File: config.mk
export PLATFORM = sky130hd
export DESIGN_NAME = sonar_echo_ctrl
export DESIGN_NICKNAME = d
export VERILOG_FILES = /design/src/rtl/sonar_pkg.sv /design/src/rtl/sonar_sync_edge.sv /design/src/rtl/sonar_echo_ctrl.sv
export SDC_FILE = /design/constraint.sdc
export NUM_CORES = 1
export LEC_CHECK = 0
export ABC_CLOCK_PERIOD_IN_PS = 3000
export BUFFER_PORTS_ARGS = -buffer_cell sky130_fd_sc_hd__buf_2
export CORE_ASPECT_RATIO = 0.5
export CORE_MARGIN = 1
export CORE_UTILIZATION = 48
export DETAILED_ROUTE_END_ITERATION = 8
export PLACE_DENSITY = 0.75
export SLEW_MARGIN = 20
export SYNTH_ARGS = -nofsm -noshare
export SYNTH_HDL_FRONTEND = slang
export SYNTH_SLANG_ARGS = --single-unit
File: constraint.sdc
create_clock -name clk -period 3 [get_ports clk]
set_clock_uncertainty 0.05 [all_clocks]
set_input_delay 0.15 -clock clk [delete_from_list [all_inputs] [get_ports clk]]
set_output_delay 0.15 -clock clk [all_outputs]
set_load 0.05 [all_outputs]
File: src/rtl/sonar_pkg.sv
// Shared types and constants for the sonar echo controller and its helpers.
package sonar_pkg;

    typedef enum logic [2:0] {
        IDLE      = 3'd0,
        TRIG      = 3'd1,
        WAIT_RISE = 3'd2,
        MEASURE   = 3'd3,
        DONE      = 3'd4,
        HOLDOFF   = 3'd5
    } sonar_state_e;

    localparam logic [1:0]  ALU_INC      = 2'b10;
    localparam logic [1:0]  ALU_DEC      = 2'b11;
    localparam logic [15:0] DIST_TIMEOUT = 16'hFFFF;

endpackage

File: src/rtl/sonar_sync_edge.sv
// Two-flop synchroniser for an asynchronous pin plus one-cycle rise/fall strobes.
module sonar_sync_edge (
    input  logic clk,
    input  logic reset,
    input  logic din,
    output logic rise,
    output logic fall
);

    logic sync_1;
    logic sync_2;
    logic prev;

    always_ff @(posedge clk or posedge reset) begin
        if (reset) begin
            sync_1 <= 1'b0;
            sync_2 <= 1'b0;
            prev   <= 1'b0;
        end else begin
            sync_1 <= din;
            sync_2 <= sync_1;
            prev   <= sync_2;
        end
    end

    assign rise = sync_2 & ~prev;
    assign fall = ~sync_2 & prev;

endmodule

File: src/rtl/sonar_echo_ctrl.sv
// One-channel sonar measurement controller: trigger, time echo width in us ticks,
// hand result out over valid/ready. Counting arithmetic goes through an external add/sub unit.
module sonar_echo_ctrl
    import sonar_pkg::*;
#(
    parameter int unsigned PRESCALE    = 50,
    parameter int unsigned TRIG_CYCLES = 500,
    parameter int unsigned TIMEOUT_US  = 30000,
    parameter int unsigned HOLDOFF_US  = 60000
) (
    input  logic         clk,
    input  logic         reset,
    input  logic         start,
    input  logic         echo,
    output logic         trig,
    output logic         busy,
    output logic [15:0]  dist_us,
    output logic         timeout,
    output logic         valid,
    input  logic         ready,
    output logic [15:0]  alu_opA,
    output logic [15:0]  alu_opB,
    output logic [1:0]   alu_ctrl,
    input  logic [15:0]  alu_result,
    output sonar_state_e dbg_state
);

    localparam int unsigned PW = $clog2(PRESCALE);
    localparam int unsigned TW = $clog2(TRIG_CYCLES + 1);
    localparam logic [PW-1:0] PRESC_LAST   = PW'(PRESCALE - 1);
    localparam logic [TW-1:0] TRIG_LAST    = TW'(TRIG_CYCLES - 1);
    localparam logic [15:0]   TIMEOUT_LIM  = 16'(TIMEOUT_US);
    localparam logic [15:0]   HOLDOFF_LOAD = 16'(HOLDOFF_US);

    sonar_state_e  state, state_d;
    logic [15:0]   count, count_d;
    logic [15:0]   dist_d;
    logic          timeout_d;
    logic [PW-1:0] presc;
    logic [TW-1:0] trig_cnt, trig_cnt_d;
    logic          presc_clr;
    logic          tick;
    logic          echo_rise;
    logic          echo_fall;

    sonar_sync_edge u_sync (
        .clk   (clk),
        .reset (reset),
        .din   (echo),
        .rise  (echo_rise),
        .fall  (echo_fall)
    );

    assign tick = (presc == PRESC_LAST);

    always_ff @(posedge clk or posedge reset) begin
        if (reset) begin
            state    <= IDLE;
            count    <= '0;
            dist_us  <= '0;
            timeout  <= 1'b0;
            presc    <= '0;
            trig_cnt <= '0;
        end else begin
            state    <= state_d;
            count    <= count_d;
            dist_us  <= dist_d;
            timeout  <= timeout_d;
            trig_cnt <= trig_cnt_d;
            if (presc_clr || tick) begin
                presc <= '0;
            end else begin
                presc <= presc + 1'b1;
            end
        end
    end

    // Limit compares look at count before this cycle's update, so count never passes the limit.
    always_comb begin
        state_d    = state;
        count_d    = count;
        dist_d     = dist_us;
        timeout_d  = timeout;
        trig_cnt_d = trig_cnt;
        presc_clr  = 1'b0;
        case (state)
            IDLE: begin
                if (start) begin
                    state_d    = TRIG;
                    trig_cnt_d = '0;
                end
            end
            TRIG: begin
                trig_cnt_d = trig_cnt + 1'b1;
                if (trig_cnt == TRIG_LAST) begin
                    state_d   = WAIT_RISE;
                    count_d   = '0;
                    presc_clr = 1'b1;
                end
            end
            WAIT_RISE: begin
                if (echo_rise) begin
                    state_d   = MEASURE;
                    count_d   = '0;
                    presc_clr = 1'b1;
                end else if (count >= TIMEOUT_LIM) begin
                    state_d   = DONE;
                    dist_d    = DIST_TIMEOUT;
                    timeout_d = 1'b1;
                end else if (tick) begin
                    count_d = alu_result;
                end
            end
            MEASURE: begin
                if (echo_fall) begin
                    state_d   = DONE;
                    dist_d    = count;
                    timeout_d = 1'b0;
                end else if (count >= TIMEOUT_LIM) begin
                    state_d   = DONE;
                    dist_d    = DIST_TIMEOUT;
                    timeout_d = 1'b1;
                end else if (tick) begin
                    count_d = alu_result;
                end
            end
            DONE: begin
                if (ready) begin
                    state_d   = HOLDOFF;
                    count_d   = HOLDOFF_LOAD;
                    presc_clr = 1'b1;
                end
            end
            HOLDOFF: begin
                if (count == 16'd0) begin
                    state_d = IDLE;
                end else if (tick) begin
                    count_d = alu_result;
                end
            end
            default: state_d = IDLE;
        endcase
    end

    assign trig      = (state == TRIG);
    assign busy      = (state != IDLE);
    assign valid     = (state == DONE);
    assign alu_opA   = count;
    assign alu_opB   = 16'd0;
    assign alu_ctrl  = (state == HOLDOFF) ? ALU_DEC : ALU_INC;
    assign dbg_state = state;

endmodule

After elaboration in Yosys (flattened, before gate mapping)

Cells that the tools add are included.

Add/subtract/negate cells: 2
$lt $le $gt $ge: 1
Equality and inequality tests: 14
Muxes and demuxes: 32
Bitwise gates (word level): 4
Reduce and logical (&&, ||, !) cells: 11

Operators by type and width:

| operator             | number |
|---|---|
| $mux 16              | 10 |
| $pmux 16 s5          | 1 |
| $pmux 16 s2          | 1 |
| $mux 3               | 7 |
| $pmux 3 s6           | 1 |
| $pmux 9 s2           | 1 |
| $ge 16x15->1 const B | 1 |
| $logic_not 16->1     | 1 |
| $ne 2x2->1 const B   | 5 |
| $add 9x1->9 const B  | 1 |
| $eq 9x9->1 const B   | 1 |
| $mux 9               | 1 |
| $mux 1               | 7 |
| $add 6x1->6 const B  | 1 |
| $eq 3x2->1 const B   | 2 |
| $eq 3x3->1 const B   | 2 |
| $eq 6x6->1 const B   | 1 |
| $mux 6               | 1 |
| $reduce_and 5->1     | 1 |
| $reduce_bool 5->1    | 1 |
| $ne 2x1->1 const B   | 2 |
| $reduce_and 2->1     | 2 |
| $reduce_and 4->1     | 1 |
| $reduce_bool 2->1    | 2 |
| other kinds (8)      | 10 |

Flip-flop bits (word level): 54
Input port bits: 21
Logic and storage cells: 73

Longest topological paths before layout

Depth after elaboration: 6
Gate-level depth with buffers: 8
Depth with buffers taken out: 7

Cells and area by module

A second synthesis with hierarchy kept.

Cell total of the unflattened synthesis: 276
Area, all modules: 2920.3 sq um

Modules (own cells, without submodules):

| module          | times used | cells each | area an instance (sq um) | sequential area each (sq um) |
|---|---|---|---|---|
| sonar_echo_ctrl | 1          | 270        | 2826.5                   | 1276.2 |
| sonar_sync_edge | 1          | 6          | 93.8                     | 75.1 |

Worst setup path before layout

No wires, ideal clock.

Path type: register -> register
Start: register state[2], in the netlist dbg_state[2]
End: register state[0], in the netlist dbg_state[0]
Library setup time: 0.087 ns
Arrival time: 2.338 ns
Data required time: 2.863 ns
Setup slack: 0.526 ns
Cell stages (with the launch flop): 6
Clock period less this slack: 2.474 ns
Path through: dfrtp_1 -> buf_2 -> nor3b_2 -> a2bb2oi_1 -> a21bo_2 -> o211ai_1

Longest elaborated chain between the ends: 3
Elaborated cells on any way between the ends: 12

Ends and longest elaborated chain:

| item                       | line                  | text |
|---|---|---|
| start, declared            | sonar_echo_ctrl.sv:35 | `sonar_state_e state, state_d;` |
| start signal, assigned     | sonar_echo_ctrl.sv:65 | `state <= state_d;` |
| $eq 3x3->1 *               | n/a                   |  |
| via valid                  | sonar_echo_ctrl.sv:19 | `output logic valid,` |
| $ne 2x1->1 (no line)       | n/a                   |  |
| $reduce_and 4->1 (no line) | n/a                   |  |

Mark *: on every way through the listed nets, which the timed path passes. The rest lies on a longest branch.
A chain may end at the register's enable or synchronous reset.

Worst setup path in the final report

Start: register state[1], in the netlist dbg_state[1]
End: register state[2], in the netlist dbg_state[2]

Longest elaborated chain between the ends: 3
Elaborated cells on any way between the ends: 12

Ends and longest elaborated chain:

| item                                               | line                  | text |
|---|---|---|
| $eq 3x3->1, or another cell as far along           | sonar_echo_ctrl.sv:86 | `case (state)` |
| $ne 2x2->1 (no line) or $ne 2x1->1 (tied branches) | n/a                   |  |
| $reduce_and 4->1 (no line)                         | n/a                   |  |

Parallel ways exist; a longest one is shown, timed or not.

==> results.txt <==
----------------------------------------------------
[Critical path]
  Maximum fanout along the worst path ... 18
  Worst EP arrival ... 2430 ps
  Required time at the worst-slack endpoint ... 3180 ps
  Worst setup EP type ... flop
  Category of the worst setup path launch point ... flop
  Category of the critical setup timing path ... flop to flop

[STA]
  Post-route worst hold slack ... -63.96 ps
  Worst max-slew margin expressed relative to the limit ... 0.4079
  Fraction of the cycle the final worst path needs ... 0.7489
  Minimum period implied by the final worst setup slack ... 2247 ps
  Max-slew violation count ... 0
  Total negative slack for setup checks ... 0 ps
  Finish-stage setup viols ... 0
  Final hold violation count ... 54
  Measured slew at the worst slew-check pin ... 887.1 ps
  Setup WS post-layout ... 753.4 ps
  Achievable frequency ... 445.1 MHz
  RSZ-0062 raised after global routing ... no

[Power and ir drop]
  Internal cell power ... 1.591 mW
  Leakage power figure ... 1.480 nW
  Overall power ... 3.262 mW
  Highest ir drop seen on vdd ... 551.2 uV
  Net switching power figure ... 1.672 mW
  Part of the total power dissipated in combinational logic ... 0.511
  Clock share of power ... 0.132
  Cell Pwr Density ... 1072 nW/um2
  Net switching fraction of the power ... 0.5124
  Reg power frac ... 0.357

[Die]
  Count of pins on the block boundary ... 78
  DIE WIDTH ... 106.6 um
  Area of the core ... 5090 um2
  Count of standard-cell rows ... 18
  Die height ... 54.28 um
  Starting density of the core ... 0.5155
  Die area ... 5784 um2

[Finish]
  Fin nets ... 328
  Fraction of final layout cells sized beyond drive strength 1 ... 0.2689
  Multi-input gate area in the final layout ... 1111 um2
  Ant. Diodes ... 0
  Storage element area ... 1351 um2
  Count of fill cells added during filler insertion ... 433
  Layout overhead on the synthesized area ... 15.98%

[Clock tree]
  Buffer depth of the longest clock path ... 2
  H-tree depth reported by CTS ... 2
  Clock tree from TritonCTS ... built
  Clock net sink count ... 54
  CTS Root Buffer Type ... sky130_fd_sc_hd__clkbuf_8
  Clock network latency to the later pin of the worst-skew pair ... 320 ps
  Total clock buffers created by CTS ... 5
  Clock transition at path regs ... 110 ps

[Synthesis]
  #FFs+latches synth ... 54
  Warnings from Yosys ... 0
  Number of distinct library cells after synthesis ... 52
  Fraction of the yosys area taken by sequential cells ... 0.5150
  Fraction of post-synthesis cell area in the top cell type by area ... 0.5150
  Share of synthesized registers carrying an async set or reset ... 1.000
  Count of flip-flops with a built-in enable after synthesis ... 0
  Cell count after synthesis ... 241
  Flip-flop cell with the highest count after synthesis ... sky130_fd_sc_hd__dfrtp_1
  Synthesized area ... 2624 um2
  Cell taking the most area after synthesis ... sky130_fd_sc_hd__dfrtp_1
  Biggest area contributors in the synthesized netlist ... sky130_fd_sc_hd__dfrtp_1, sky130_fd_sc_hd__o22a_1, sky130_fd_sc_hd__buf_4, sky130_fd_sc_hd__a22o_1, sky130_fd_sc_hd__a21oi_1
  Average cell area after synthesis ... 10.89 um2

[Run status]
  Violations in the final reports ... negative hold slack
  Outcome ... complete, but fails checks

[Global routing]
  Vias in the first global route ... 1887
  Total overflow reported by the global router ... 0
  Antenna violations before repair ... 0
  Wire length of the first global-routing pass ... 9.239 mm
  Global-route usage over all layers ... 0.2116
  Largest net degree at the start of global routing ... 55

[Min path]
  Hold WC Path Type ... input port to async pin

[Detailed routing]
  Via count ... 2101
  Vias/cell ... 5.603
  Number of remaining DRC errors ... 0
  Number of detailed-routing iterations run before antenna repair ... 4
  Final wirelength ... 5.849 mm
  Routed wirelength normalized by instance count ... 15.60 um
  Initial DRC Count ... 96
  Number of nets still failing antenna checks after routing ... 0

[Placed design]
  Half-perimeter wire length of the detailed placement result ... 4.157 mm
  Number of input and output port buffers inserted ... 60
  GPL Wtd Cong ... 0.8426
  Setup Slack @ Placement ... 780.7 ps

[Job]
  Max-cap check violation count ... 0

----------------------------------------------------
==> sequential cells by signal, indices dropped and copies added (netlist names) <==
signal and count:
alu_opA 16, dbg_state 3, dist_us 16, presc 6, timeout 1, trig_cnt 9, u_sync.prev 1, u_sync.sync_1 1
u_sync.sync_2 1
==> per-layer routing <==
layer	share of wire	up-vias	track usage	wire, um
met3	0.039	4	0.04643	228
met4	0.0038	0	0.06393	22
met1	0.46	1040	0.2787	2716
li1	-	985	-	-
met5	0	-	0	0
met2	0.49	72	0.3626	2881
==> final cells by class <==
class | instances | share of cell area
clock buffer | 5 | 0.02262
clock inverter | 3 | 0.009457
inverter | 7 | 0.009046
multi-input combinational | 169 | 0.3651
sequential | 54 | 0.4441
tap | 70 | 0.02878
timing repair buffer | 67 | 0.1209
==> final timing paths <==
kind                          startpoint             to  slack (ps)  cells after the start
min                                reset     dist_us[7]         -60                      2
max reg2reg                 dbg_state[1]   dbg_state[2]         750                      5
max                         dbg_state[1]   dbg_state[2]         750                      5
min in group clk           alu_result[3]     alu_opA[3]          10                      2
min reg2reg                u_sync.sync_1  u_sync.sync_2         310                      0
max in group asynchronous          reset    dist_us[12]        2450                      2
==> layout by cell type (no fill, tap or decap), drive strengths merged, types with 3 or more instances in the layout <==
| cell type | count |
|---|---|
| buf | 61 |
| dfrtp | 54 |
| conb | 17 |
| o22a | 16 |
| o21ai | 15 |
| nand2 | 14 |
| a21oi | 14 |
| nor2 | 12 |
| a22o | 10 |
| nand3 | 9 |
| o2bb2ai | 7 |
| inv | 7 |
| dlygate4sd3 | 6 |
| nor4 | 5 |
| clkbuf | 5 |
| o211ai | 4 |
| xor2 | 3 |
| ha | 3 |
| nand4 | 3 |
| clkinv | 3 |
==> per-stage QoR <==
stage          utilization  instance area [um2]  cells
3_3_place_gp        0.5666                 2884    361
3_5_place_dp        0.5666                 2884    361
5_1_grt             0.5978                 3043    375
2_1_floorplan            -                 2680    256
6_report            0.5978                 3043    375
4_1_cts             0.5956                 3032    374
==> power by group through the flow <==
stage	clock [mW]	combinational, mW	sequential [mW]
final	0.430	1.67	1.17
after global routing	0.473	1.78	1.19
after CTS	0.441	1.67	1.16
after detailed placement	0	1.66	1.18
after global placement	0	1.63	1.17
after floorplan	0	0.879	1.61
==> kinds of logic (layout without fill, tap and decap cells) <==
logic type / Yosys count / after routing / synth area share
other cells: 2 / 17 / 0.002862
fa+ha+maj: 3 / 3 / 0.01431
flops: 54 / 54 / 0.5150
simple gates: 62 / 62 / 0.1378
xor+xnor: 5 / 5 / 0.01669
compound gates: 82 / 82 / 0.2303
buf+inv: 33 / 82 / 0.08297
==> what timing repair did <==
item,4_1_cts,5_1_grt
resized for setup,0,0
setup buffers,0,0
hold buffers,5,1
endpoints found under the hold margin,5,1
==> synth_stat cells, types with 2 or more instances <==
| cell | count |
|---|---|
| sky130_fd_sc_hd__clkbuf_1 | 2 |
| sky130_fd_sc_hd__xor2_1 | 3 |
| sky130_fd_sc_hd__o31ai_1 | 2 |
| sky130_fd_sc_hd__a211oi_1 | 2 |
| sky130_fd_sc_hd__o22ai_1 | 2 |
| sky130_fd_sc_hd__nor4_1 | 5 |
| sky130_fd_sc_hd__nand4_2 | 2 |
| sky130_fd_sc_hd__o211ai_1 | 3 |
| sky130_fd_sc_hd__or3b_1 | 2 |
| sky130_fd_sc_hd__inv_1 | 6 |
| sky130_fd_sc_hd__a22o_1 | 10 |
| sky130_fd_sc_hd__and4_1 | 2 |
| sky130_fd_sc_hd__nand2_1 | 14 |
| sky130_fd_sc_hd__a21bo_2 | 2 |
| sky130_fd_sc_hd__and3_1 | 2 |
| sky130_fd_sc_hd__o21ai_0 | 13 |
| sky130_fd_sc_hd__o22a_1 | 16 |
| sky130_fd_sc_hd__xnor2_1 | 2 |
| sky130_fd_sc_hd__a31o_2 | 2 |
| sky130_fd_sc_hd__buf_2 | 3 |
| sky130_fd_sc_hd__o2bb2ai_1 | 7 |
| sky130_fd_sc_hd__buf_4 | 18 |
| sky130_fd_sc_hd__conb_1 | 2 |
| sky130_fd_sc_hd__nor2_1 | 12 |
| sky130_fd_sc_hd__buf_6 | 3 |
| sky130_fd_sc_hd__a21oi_1 | 14 |
| sky130_fd_sc_hd__dfrtp_1 | 54 |
| sky130_fd_sc_hd__nand3_1 | 9 |
| sky130_fd_sc_hd__ha_1 | 3 |
| sky130_fd_sc_hd__nand2b_1 | 2 |
==> worst max-delay path, cell delays in order (launching register included) <==
cell and delay, ps:
sky130_fd_sc_hd__dfrtp_1 560, sky130_fd_sc_hd__nor2b_2 310, sky130_fd_sc_hd__nand4b_2 450, sky130_fd_sc_hd__a21bo_2 580
sky130_fd_sc_hd__nor2_1 80, sky130_fd_sc_hd__o21ai_0 150
Note: power is estimated with default switching activity, not from simulation.
